==> src/rtl/pim_cmd_dispatcher_pkg.sv <==
// types: address width and dispatcher state encoding shared by the PIM command path
package types;
   localparam int LEN = 16;
   typedef enum logic [1:0] {DISP_IDLE, DISP_START, DISP_WAIT} disp_state_t;
endpackage

==> src/rtl/pim_cmd_dispatcher_fifo.sv <==
// pim_cmd_fifo: DEPTH-entry synchronous command FIFO with occupancy count
module pim_cmd_fifo
   import types::*;
#(
   parameter int WIDTH = 3 * LEN,
   parameter int DEPTH = 4
) (
   input  logic                   clk,
   input  logic                   rst,
   input  logic                   push,
   input  logic                   pop,
   input  logic [WIDTH-1:0]       wdata,
   output logic [WIDTH-1:0]       rdata,
   output logic                   full,
   output logic                   empty,
   output logic [$clog2(DEPTH):0] count
);
   localparam int AW = $clog2(DEPTH);
   logic [WIDTH-1:0] mem [DEPTH];
   logic [AW-1:0]    wp;
   logic [AW-1:0]    rp;
   logic             do_push;
   logic             do_pop;
   assign full    = count == (AW + 1)'(DEPTH);
   assign empty   = count == '0;
   assign do_push = push && !full;
   assign do_pop  = pop && !empty;
   assign rdata   = mem[rp];
   // pointers wrap naturally because DEPTH is a power of two
   always_ff @(posedge clk or negedge rst)
      if (!rst) begin
         wp    <= '0;
         rp    <= '0;
         count <= '0;
      end else begin
         wp    <= do_push ? wp + 1'b1 : wp;
         rp    <= do_pop ? rp + 1'b1 : rp;
         count <= count + (AW + 1)'(do_push) - (AW + 1)'(do_pop);
      end
   // storage needs no reset: an entry is only read after it has been written
   always_ff @(posedge clk)
      if (do_push) mem[wp] <= wdata;
endmodule

==> src/rtl/pim_cmd_dispatcher.sv <==
// pim_cmd_dispatcher: queues host matmul commands and issues them one at a time to memory
module pim_cmd_dispatcher
   import types::*;
#(
   parameter int ADDR_W       = LEN,
   parameter int DEPTH        = 4,
   parameter int START_CYCLES = 1,
   parameter int TIMEOUT      = 4096
) (
   input  logic                   clk,
   input  logic                   rst,
   input  logic                   cmd_valid,
   output logic                   cmd_ready,
   input  logic [ADDR_W-1:0]      cmd_src1,
   input  logic [ADDR_W-1:0]      cmd_src2,
   input  logic [ADDR_W-1:0]      cmd_dst,
   output logic [ADDR_W-1:0]      mem_src1_addr,
   output logic [ADDR_W-1:0]      mem_src2_addr,
   output logic [ADDR_W-1:0]      mem_dst_addr,
   output logic                   mem_start,
   input  logic                   mem_done,
   output logic                   busy,
   output logic [$clog2(DEPTH):0] queue_count,
   output logic [15:0]            cmds_done,
   output logic                   err_timeout,
   input  logic                   err_clr
);
   localparam int SW = START_CYCLES > 1 ? $clog2(START_CYCLES) : 1;
   localparam int TW = $clog2(TIMEOUT) + 1;
   disp_state_t         state;
   logic [SW-1:0]       start_cnt;
   logic [TW-1:0]       to_cnt;
   logic [3*ADDR_W-1:0] head;
   logic                full;
   logic                empty;
   logic                push;
   logic                pop;
   logic                done;
   logic                timeout;
   assign cmd_ready = rst && !full;
   assign push      = cmd_valid && cmd_ready;
   assign pop       = state == DISP_IDLE && !empty;
   assign done      = state != DISP_IDLE && mem_done;
   assign timeout   = state != DISP_IDLE && !mem_done && to_cnt == TW'(TIMEOUT - 1);
   assign busy      = state != DISP_IDLE || !empty;
   pim_cmd_fifo #(.WIDTH(3 * ADDR_W), .DEPTH(DEPTH)) u_fifo (
      .clk,
      .rst,
      .push,
      .pop,
      .wdata({cmd_src1, cmd_src2, cmd_dst}),
      .rdata(head),
      .full,
      .empty,
      .count(queue_count)
   );
   // sequencing: issue from the queue, hold start, then wait for done or give up on timeout
   always_ff @(posedge clk or negedge rst)
      if (!rst) begin
         state     <= DISP_IDLE;
         mem_start <= 1'b0;
         start_cnt <= '0;
         to_cnt    <= '0;
      end else if (done || timeout) begin
         state     <= DISP_IDLE;
         mem_start <= 1'b0;
      end else if (pop) begin
         state     <= DISP_START;
         mem_start <= 1'b1;
         start_cnt <= SW'(START_CYCLES - 1);
         to_cnt    <= '0;
      end else if (state != DISP_IDLE) begin
         to_cnt <= to_cnt + 1'b1;
         if (state == DISP_START) begin
            state     <= start_cnt == '0 ? DISP_WAIT : DISP_START;
            mem_start <= start_cnt != '0;
            start_cnt <= start_cnt - 1'b1;
         end
      end
   // issued-command address latch, completion count and sticky timeout flag (set beats clear)
   always_ff @(posedge clk or negedge rst)
      if (!rst) begin
         mem_src1_addr <= '0;
         mem_src2_addr <= '0;
         mem_dst_addr  <= '0;
         cmds_done     <= '0;
         err_timeout   <= 1'b0;
      end else begin
         if (pop) {mem_src1_addr, mem_src2_addr, mem_dst_addr} <= head;
         if (done) cmds_done <= cmds_done + 1'b1;
         if (timeout) err_timeout <= 1'b1;
         else if (err_clr) err_timeout <= 1'b0;
      end
endmodule
==> config.mk <==
export PLATFORM = sky130hd
export DESIGN_NAME = pim_cmd_dispatcher
export DESIGN_NICKNAME = d
export VERILOG_FILES = /design/src/rtl/pim_cmd_dispatcher_pkg.sv /design/src/rtl/pim_cmd_dispatcher_fifo.sv /design/src/rtl/pim_cmd_dispatcher.sv
export SDC_FILE = /design/constraint.sdc
export NUM_CORES = 1
export LEC_CHECK = 0
export CORE_MARGIN = 2
export CORE_UTILIZATION = 45
export DETAILED_ROUTE_END_ITERATION = 16
export GPL_TIMING_DRIVEN = 0
export PLACE_DENSITY = 0.66
export REMOVE_ABC_BUFFERS = 1
export SYNTH_ARGS = -nofsm -noshare
export SYNTH_HDL_FRONTEND = slang
export SYNTH_SLANG_ARGS = --single-unit
==> constraint.sdc <==
create_clock -name clk -period 8 [get_ports clk]
set_clock_uncertainty 0.05 [all_clocks]
set_input_delay 1.2 -clock clk [delete_from_list [all_inputs] [get_ports clk]]
set_output_delay 1.2 -clock clk [all_outputs]
set_load 0.02 [all_outputs]
==> flow_summary.json, run 1 <==
{
  "seq_area_frac_synth": 0.747,
  "place_ws_ns": 3.50,
  "boundaryPins": 124,
  "worst_pin_slew_ns": 1.17,
  "max_freq_ghz": 0.225,
  "ctsResizeCount": 0,
  "critical_path_class": "in2out",
  "p_comb_frac": 0.307,
  "crit_path_end_kind": "output pin",
  "required_ns": 6.75,
  "dpl_cell_area_sq_mm": 0.0124,
  "wl_per_cell_um": 18.6,
  "drt-total-wl_um": 21000,
  "rsz0062_at_grt": "no",
  "cts_buffers": 29,
  "synth-seq-cells": 281,
  "n_antenna_cell": 0,
  "yosys_warnings": 0,
  "syn_to_final_growth_pct": 25.6,
  "clkLatencyLatePin_ns": 0.53,
  "fin_crit_ns": 4.45,
  "fin_ws_ns": 3.55,
  "power.switching_mw": 1.55,
  "ant_nets": 0,
  "hp-class": "reg2reg",
  "clock-sinks": 281,
  "num_vias": 5860,
  "cts_hold_buffers": 0,
  "critPathMaxFanout": 52,
  "grt_max_degree": 54,
  "arrival_ns": 3.20,
  "grt.total_usage": 0.171,
  "tns_ns": 0,
  "core_sq_mm": 0.0234,
  "fin_crit_sh": 0.557,
  "final_common_cell": "edfxtp_1",
  "leakagePower_nw": 5.03,
  "rows": 56,
  "whs_ns": 0.422,
  "clk_pin_slew_worst_paths_ns": 0.06,
  "syn-mean-instance-area_sq_um": 16.5,
  "grt_pass1_vias": 6242,
  "syn_area_sq_mm": 0.0107,
  "clkPwrFrac": 0.283,
  "die_w_um": 158,
  "fp.dieH_um": 158,
  "dr.pass1.iters": 4,
  "htreeDepth": 1,
  "p_int_mw": 3.43,
  "drtIter0Drc": 328,
  "multi_input_area_sq_mm": 0.00256,
  "timing.final.max_slew_violations": 0,
  "hold_viol_final": 0,
  "post_cts_buffers": 0,
  "gp_congestion": 0.741,
  "clock-root-buffer": "clkbuf_16",
  "dp_hpwl_um": 12600,
  "fillers": 1843,
  "setup_violations": 0,
  "layout_common_cells": "edfxtp_1 (192), nand2_1 (161), clkdlybuf4s50_1 (122)",
  "seqPwrFrac": 0.410,
  "antenna_found_initial": 0,
  "p_sw_frac": 0.311,
  "drive_above_1_share": 0.152,
  "fin_area_sq_mm": 0.0134,
  "stdcell_count": 1127,
  "ir_worst_vdd_mv": 0.249,
  "powerDensity_mw_per_mm2": 370,
  "status": "finished clean",
  "syn_inst": 647,
  "grt_pass1_wl_um": 33100,
  "final_util": 0.574,
  "clk_path_buf_depth": 3,
  "cp-start-kind": "input pin",
  "seq_area_sq_mm": 0.00800,
  "slew-limit-headroom": 0.220,
  "die-area_sq_mm": 0.0250,
  "placedCellCount": 1073,
  "initial_core_util": 0.457,
  "grt_overflow": 0,
  "nets": 847,
  "routed_via_density": 5.20,
  "p_total_mw": 4.98,
  "maxCapViolCount": 0,
  "drc": 0,
  "synth_cell_type_count": 40,
  "port_buffers": 123,
  "cts_tree": "built"
}
[sequential cells by signal, summed over array words and instances, names as in the netlist, 3 cells and up]
signal / cells
u_fifo.mem: 192
cmds_done: 16
mem_dst_addr: 16
mem_src1_addr: 16
mem_src2_addr: 16
to_cnt: 13
u_fifo.count: 3
[cell usage after synthesis]
master | n | area share
a21oi_1 | 4 | 0.0019
a31oi_1 | 3 | 0.0018
and2_0 | 1 | 0.00058
and3_1 | 6 | 0.0035
and4_1 | 2 | 0.0016
buf_1 | 1 | 0.00035
buf_2 | 9 | 0.0042
clkbuf_1 | 14 | 0.0049
dfrtp_1 | 89 | 0.21
edfxtp_1 | 192 | 0.54
fa_1 | 1 | 0.0019
ha_1 | 8 | 0.0094
inv_1 | 13 | 0.0046
inv_2 | 1 | 0.00035
mux2_2 | 2 | 0.0021
mux2i_1 | 6 | 0.0056
mux4_2 | 48 | 0.10
nand2_1 | 162 | 0.057
nand2b_1 | 2 | 0.0012
nand3_1 | 12 | 0.0056
nand3_2 | 1 | 0.00094
nand4_1 | 4 | 0.0023
nor2_1 | 12 | 0.0042
nor3_1 | 4 | 0.0019
nor4_1 | 4 | 0.0023
nor4_2 | 1 | 0.0012
o2111ai_1 | 1 | 0.00082
o211a_1 | 1 | 0.00094
o211ai_1 | 2 | 0.0014
o21ai_0 | 9 | 0.0042
o21ba_2 | 1 | 0.00094
o21bai_2 | 1 | 0.0011
o221a_2 | 1 | 0.0011
o221ai_1 | 1 | 0.00082
o41ai_1 | 1 | 0.00082
or2_2 | 1 | 0.00058
or3_1 | 5 | 0.0029
or4_4 | 1 | 0.0011
xnor2_1 | 13 | 0.011
xor2_1 | 7 | 0.0057
[path summary, 6_finish.rpt]
kind	cells past startpoint	from	slack, ns	end
hold / removal	2	mem_src2_addr[10]	0.42	mem_src2_addr[10]
min in group asynchronous	1	rst	0.63	mem_dst_addr[13]
hold reg to reg	2	mem_src2_addr[10]	0.42	mem_src2_addr[10]
setup / recovery	5	rst	3.55	cmd_ready
max in group asynchronous	2	rst	6.60	mem_src1_addr[13]
setup reg to reg	10	state[0]	4.23	u_fifo.count[2]
[power by group through the flow]
stage / Combinational [mW] / Clock, mW / Sequential [mW]
5_1_grt: 1.68 / 1.50 / 2.07
3_5_place_dp: 1.56 / 0 / 2.07
4_1_cts: 1.56 / 1.44 / 2.05
6_report: 1.53 / 1.41 / 2.04
3_3_place_gp: 1.43 / 0 / 2.16
2_1_floorplan: 0.698 / 0 / 2.26
[layout make-up]
class / instances / share of cell area
Sequential cell: 281 / 0.595
Multi-Input combinational cell: 328 / 0.191
Timing Repair Buffer: 131 / 0.104
Clock buffer: 37 / 0.0600
Tap cell: 319 / 0.0297
Clock inverter: 17 / 0.0163
Inverter: 14 / 0.00391
[critical path: stages]
cell and delay [ns]:
buf_4 0.49, buf_16 0.33, inv_1 0.07, a31oi_1 0.39, clkdlybuf4s50_1 0.70
[routing by layer]
layer | vias up | share of wire | track usage
met1 | 2987 | 0.44 | 0.228
li1 | 2667 | - | -
met5 | - | 0 | 0
met3 | 32 | 0.058 | 0.0348
met2 | 174 | 0.48 | 0.291
met4 | 0 | 0.025 | 0.0429
[logic make-up after synthesis]
kind of cell,count (synthesis),share of synthesized area
compound gates,25,0.0157
mux,56,0.109
xor+xnor,20,0.0164
simple gates,218,0.0868
flops,281,0.747
buf+inv,38,0.0144
fa+ha+maj,9,0.0112
No activity file was read; power rests on OpenSTA's default activity.
==> run 2, diff against run 1 <==
==> constraint.sdc (replaced) <==
create_clock -name clk -period 4.6 [get_ports clk]
set_clock_uncertainty 0.05 [all_clocks]
set_input_delay 0.69 -clock clk [delete_from_list [all_inputs] [get_ports clk]]
set_output_delay 0.69 -clock clk [all_outputs]
set_load 0.02 [all_outputs]
==> results of run 2 <==
Same layout as run 1 (identical final DEF). Status: finished clean.
Main changes from that run: setup slack after placement 3.50 ns -> 0.794 ns; setup slack after layout 3.55 ns -> 0.829 ns; hold slack 0.422 ns -> 0.122 ns; start point of the critical path rst -> state[0]; end point of the critical path cmd_ready -> u_fifo.count[2]; register-to-register setup slack 4.23 ns -> 0.83 ns; total power 4.98 mW -> 8.66 mW; worst IR drop on VDD 0.249 mV -> 0.434 mV
